File: config.mk
export PLATFORM = sky130hd
export DESIGN_NAME = seg_scan_driver
export DESIGN_NICKNAME = d
export VERILOG_FILES = /design/src/rtl/seg_scan_driver.sv
export SDC_FILE = /design/constraint.sdc
export NUM_CORES = 1
export LEC_CHECK = 0
export BUFFER_PORTS_ARGS = -buffer_cell sky130_fd_sc_hd__buf_2
export CAP_MARGIN = 25
export CELL_PAD_IN_SITES_DETAIL_PLACEMENT = 1
export CELL_PAD_IN_SITES_GLOBAL_PLACEMENT = 1
export CORE_AREA = 2 2 79 81
export DETAILED_ROUTE_END_ITERATION = 7
export DIE_AREA = 0 0 81 83
export PLACE_DENSITY = 0.84
export SYNTH_ARGS = -nofsm -noshare
export SYNTH_HDL_FRONTEND = slang
export SYNTH_SLANG_ARGS = --single-unit
export TNS_END_PERCENT = 100
File: constraint.sdc
create_clock -name clk -period 4.47 [get_ports clk]
set_input_delay 0.447 -clock clk [delete_from_list [all_inputs] [get_ports clk]]
set_output_delay 0.447 -clock clk [all_outputs]
set_load 0.03 [all_outputs]
File: src/rtl/seg_scan_driver.sv
// rtl/seg_scan_driver.sv - six-digit multiplexed seven-segment driver for two register taps; SEG_DECIMAL_EN selects decimal display
module seg_scan_driver #(
    parameter int DATA_W = 8,
    parameter int SCAN_W = 16
) (
    input  logic              clk,
    input  logic              rst,
    input  logic [DATA_W-1:0] in0,
    input  logic [DATA_W-1:0] in1,
    input  logic              freeze,
    output logic [5:0]        an,
    output logic [6:0]        seg,
    output logic              busy
);

`ifdef SEG_DECIMAL_EN
    localparam logic [5:0] BLANK_RST = 6'b110110;
`else
    localparam logic [5:0] BLANK_RST = 6'b100100;
`endif

    logic [DATA_W-1:0] snap0_q, snap0_d;
    logic [DATA_W-1:0] snap1_q, snap1_d;
    logic [SCAN_W-1:0] pre_q, pre_d;
    logic [2:0]        idx_q, idx_d;
    logic [5:0][3:0]   dig_q, dig_d;
    logic [5:0]        blank_q, blank_d;
    logic [5:0]        an_q, an_d;
    logic [6:0]        seg_q, seg_d;
    logic              busy_w;
    logic              load_w;

    function automatic logic [6:0] glyph(input logic [3:0] v);
        logic [6:0] g;
        case (v)
            4'h0:    g = 7'b1000000;
            4'h1:    g = 7'b1111001;
            4'h2:    g = 7'b0100100;
            4'h3:    g = 7'b0110000;
            4'h4:    g = 7'b0011001;
            4'h5:    g = 7'b0010010;
            4'h6:    g = 7'b0000010;
            4'h7:    g = 7'b1111000;
            4'h8:    g = 7'b0000000;
            4'h9:    g = 7'b0010000;
            4'hA:    g = 7'b0001000;
            4'hB:    g = 7'b0000011;
            4'hC:    g = 7'b1000110;
            4'hD:    g = 7'b0100001;
            4'hE:    g = 7'b0000110;
            default: g = 7'b0001110;
        endcase
        return g;
    endfunction

    // Snapshot load decision, prescaler/index advance and registered scan output from the current digit regs
    always_comb begin
        load_w  = !freeze && !busy_w && ((in0 != snap0_q) || (in1 != snap1_q));
        snap0_d = load_w ? in0 : snap0_q;
        snap1_d = load_w ? in1 : snap1_q;
        pre_d   = pre_q + 1'b1;
        idx_d   = idx_q;
        if (pre_q == {SCAN_W{1'b1}}) begin
            idx_d = (idx_q == 3'd5) ? 3'd0 : idx_q + 3'd1;
        end
        if (blank_q[idx_q]) begin
            an_d  = 6'h3F;
            seg_d = 7'h7F;
        end else begin
            an_d  = ~(6'b000001 << idx_q);
            seg_d = glyph(dig_q[idx_q]);
        end
    end

`ifdef SEG_DECIMAL_EN
    localparam int CONV_W = DATA_W + 12;

    logic [CONV_W-1:0] conv0_q, conv0_d, conv1_q, conv1_d;
    logic [CONV_W-1:0] step0, step1;
    logic [14:0]       dec0, dec1;
    logic [2:0]        cnt_q, cnt_d;
    logic              busy_q, busy_d;

    // One double-dabble iteration: add 3 to every BCD nibble >= 5, then shift left
    function automatic logic [CONV_W-1:0] dd_step(input logic [CONV_W-1:0] c);
        logic [CONV_W-1:0] a;
        a = c;
        for (int k = 0; k < 3; k++) begin
            if (a[DATA_W+4*k +: 4] >= 4'd5) begin
                a[DATA_W+4*k +: 4] = a[DATA_W+4*k +: 4] + 4'd3;
            end
        end
        return {a[CONV_W-2:0], 1'b0};
    endfunction

    // Returns {blank_h, blank_t, blank_o, h, t, o} with leading zeros suppressed
    function automatic logic [14:0] dec_digits(input logic [CONV_W-1:0] c);
        logic [3:0] h, t, o;
        h = c[CONV_W-1 -: 4];
        t = c[CONV_W-5 -: 4];
        o = c[CONV_W-9 -: 4];
        return {(h == 4'd0), ((h == 4'd0) && (t == 4'd0)), 1'b0, h, t, o};
    endfunction

    assign busy_w = busy_q;

    // Converter: starts on the load edge, shifts once per cycle, commits all six digits when busy falls
    always_comb begin
        conv0_d = conv0_q;
        conv1_d = conv1_q;
        cnt_d   = cnt_q;
        busy_d  = busy_q;
        dig_d   = dig_q;
        blank_d = blank_q;
        step0   = dd_step(conv0_q);
        step1   = dd_step(conv1_q);
        dec0    = dec_digits(step0);
        dec1    = dec_digits(step1);
        if (busy_q) begin
            conv0_d = step0;
            conv1_d = step1;
            cnt_d   = cnt_q + 3'd1;
            if (cnt_q == 3'd7) begin
                busy_d       = 1'b0;
                dig_d[2:0]   = dec0[11:0];
                dig_d[5:3]   = dec1[11:0];
                blank_d[2:0] = dec0[14:12];
                blank_d[5:3] = dec1[14:12];
            end
        end else if (load_w) begin
            conv0_d = {12'd0, in0};
            conv1_d = {12'd0, in1};
            cnt_d   = 3'd0;
            busy_d  = 1'b1;
        end
    end

    // Converter state registers
    always_ff @(posedge clk) begin
        if (rst) begin
            conv0_q <= '0;
            conv1_q <= '0;
            cnt_q   <= 3'd0;
            busy_q  <= 1'b0;
        end else begin
            conv0_q <= conv0_d;
            conv1_q <= conv1_d;
            cnt_q   <= cnt_d;
            busy_q  <= busy_d;
        end
    end
`else
    assign busy_w = 1'b0;

    // Hex digits follow the snapshots one edge later; slots 2 and 5 stay blank
    always_comb begin
        dig_d   = {4'h0, snap1_q[7:4], snap1_q[3:0], 4'h0, snap0_q[7:4], snap0_q[3:0]};
        blank_d = 6'b100100;
    end
`endif

    // Snapshot, scan and digit registers
    always_ff @(posedge clk) begin
        if (rst) begin
            snap0_q <= '0;
            snap1_q <= '0;
            pre_q   <= '0;
            idx_q   <= 3'd0;
            dig_q   <= '0;
            blank_q <= BLANK_RST;
            an_q    <= 6'h3F;
            seg_q   <= 7'h7F;
        end else begin
            snap0_q <= snap0_d;
            snap1_q <= snap1_d;
            pre_q   <= pre_d;
            idx_q   <= idx_d;
            dig_q   <= dig_d;
            blank_q <= blank_d;
            an_q    <= an_d;
            seg_q   <= seg_d;
        end
    end

    assign an   = an_q;
    assign seg  = seg_q;
    assign busy = busy_w;

endmodule

==> flow_summary.json <==
{
  "drv_slew": 0,
  "finalHoldViolCount": 0,
  "grt_max_degree": 58,
  "cts-root-buf": "clkbuf_8",
  "via_count": 1999,
  "synth_top_area_cell": "dfxtp_1",
  "synth.top_cell.area_share_pct": 47.4,
  "numPlacedInstances": 376,
  "tns_ps": 0,
  "antenna_found_initial": 0,
  "cts_setup_buffers": 0,
  "status": "completed",
  "syn_inst": 282,
  "die_x_um": 81,
  "grtUsageTotal_pct": 17.3,
  "die-area_mm2": 0.00672,
  "ys_types": 43,
  "start_util_pct": 47.2,
  "ys_warn_count": 0,
  "cp-end-kind": "register",
  "final_cells": 388,
  "start_kind": "register",
  "place_congestion": 0.794,
  "synth_edf_count": 0,
  "die_y_um": 83,
  "leakagePower_nw": 1.26,
  "first_pass_iters": 4,
  "rows": 28,
  "critPathKind": "reg2reg",
  "grt_pass1_vias": 1964,
  "critPathLaunch": "idx_q[1]",
  "ir_worst_vdd_mv": 0.193,
  "setup_violations": 0,
  "fill_cells": 695,
  "clkSinkCount": 65,
  "regToRegEndpoint": "seg[5]",
  "yosysSeqAreaShare_pct": 47.4,
  "rsz0062_at_grt": "false",
  "worstPathRequired_ps": 4660,
  "maxCapViolCount": 0,
  "routed_via_density": 5.15,
  "power.total_mw": 1.13,
  "regArea_mm2": 0.00130,
  "slowest_delay_ps": 540,
  "syn2layout_area_growth_pct": 13.0,
  "cts_hold_buf": 0,
  "cts_buffers": 9,
  "yosys_most_used_dff": "dfxtp_1",
  "worstPathMaxFanout": 15,
  "regToRegStartpoint": "idx_q[1]",
  "fin_crit_ps": 2580,
  "diodes": 0,
  "clk_latency_ps": 340,
  "fin_nets": 339,
  "crit_buf_inv": 1,
  "r2r_slack_ps": 1890,
  "clock_skew_ps": 5.93,
  "multi_input_area_mm2": 0.00135,
  "period_share_pct": 57.7,
  "overflow": 0,
  "wire_per_inst_um": 13.4,
  "wirelength_um": 5200,
  "crit_chain": "nor2_1 -> a22oi_1 -> o21ai_0 -> inv_1 -> ha_1 -> mux2_2 -> nand2_1 -> o211ai_1",
  "grt_pass1_wl_um": 9010,
  "power.density_mw_per_mm2": 365,
  "numPortBuffers": 31,
  "ctsResizeCount": 0,
  "critPathTopFamily": "compound AO/OA/AOI/OAI gates",
  "io_pins": 33,
  "netlist_area_mm2": 0.00274,
  "cts_tree": "built",
  "synth_fp_nets": 309,
  "dp_hpwl_um": 3690,
  "ant_nets": 0,
  "arrival_ps": 2770,
  "layout-drive-gt1-share_pct": 16.3,
  "cp_num_cells": 8,
  "rr_worst_depth": 8,
  "max_slew_margin_pct": 33.7,
  "crit_end": "seg[5]",
  "synth_area_leaders": "dfxtp_1 (47%), mux2i_1 (7.7%), xor2_1 (7.3%)",
  "clk_pin_slew_ps": 70,
  "hold_class": "in2reg",
  "tightestPinTransition_ps": 995,
  "clock_path_buffers": 2,
  "avgSynthCellArea_um2": 9.73,
  "htree_levels": 3,
  "fmax_ghz": 0.388,
  "route.detailed.drc": 0,
  "ys_ff_latch": 65,
  "coreArea_mm2": 0.00582,
  "async_reset_ff_share_pct": 0,
  "slowest_stage": "o21ai_0",
  "drt_iter0_drc": 134
}
==> worst reg2reg max path, cell delays in order (launching register included) <==
cell	delay, ps
dfxtp_1	470
nor2_1	370
a22oi_1	140
o21ai_0	540
inv_1	190
ha_1	290
mux2_2	280
nand2_1	70
o211ai_1	80
==> state kept, by name, summed over array words and instances, names as in the netlist, named ones only <==
name     count
an           6
dig_q       16
idx_q        3
pre_q       16
seg          7
snap0_q      8
snap1_q      8
==> cells in the final DEF (no fill, tap or decap), types with 5 or more instances in the layout <==
cell,instances
inv_1,7
nor2_1,39
nand3_1,10
xnor2_1,6
ha_1,8
nor2b_1,17
dfxtp_1,65
mux2i_1,21
xor2_1,23
buf_2,31
a21oi_1,6
nand2_1,13
o211ai_1,5
o21ai_0,5
clkbuf_8,11
==> worst min-delay path by stage <==
stage | startpoint | endpoint | depth (start not counted)
floorplan | pre_q[0] | pre_q[0] | 1
global placement | pre_q[0] | pre_q[0] | 1
detailed placement | pre_q[0] | pre_q[0] | 1
CTS | in0[5] | snap0_q[5] | 3
global route | in1[6] | snap1_q[6] | 3
finish | in0[0] | snap0_q[0] | 3
==> kinds of logic after synthesis <==
group | share of synthesized area, %
simple gates | 19.4
flops | 47.4
compound gates | 7.53
xor+xnor | 9.26
mux | 9.31
buf+inv | 3.28
fa+ha+maj | 3.65
other cells | 0.137
==> metal layers <==
metal | vias up | wire length [µm] | track usage [%]
li1 | 1022 | - | -
met1 | 933 | 2560 | 23.0
met2 | 33 | 2360 | 25.8
met3 | 11 | 191 | 4.35
met4 | 0 | 89 | 8.32
met5 | - | 0 | 0
==> cells in the mapped netlist (5+ instances only) <==
cell	instances
inv_1	7
nand3_1	10
nor2_1	39
o211ai_1	5
clkbuf_1	7
mux2i_1	21
xnor2_1	6
ha_1	8
a21oi_1	6
dfxtp_1	65
nand2_1	13
nor2b_1	17
o21ai_0	5
xor2_1	23
==> through the flow <==
stage          cell area (µm²)  utilization [%]  worst slack [ps]  hold WS [ps]
6_report                  3100             53.3              1890           373
3_3_place_gp              2930             50.3              2060           444
5_1_grt                   3100             53.3              1640           387
4_1_cts                   3100             53.3              1880           366
2_1_floorplan             2740                -              2310           430
3_5_place_dp              2940             50.6              1890           452
==> final cells by class <==
cell class,count,share of cell area [%]
sequential,65,42.0
multi-input combinational,197,43.6
clock buffer,11,4.88
tap,75,3.03
timing repair buffer,32,5.49
clock inverter,1,0.161
inverter,7,0.848
==> where the power goes <==
group          switching, mW  internal (mW)
Clock                  0.202          0.218
Sequential            0.0129          0.601
Combinational         0.0556         0.0398
Total                  0.271          0.859
Power figures use the tool's default switching activity.
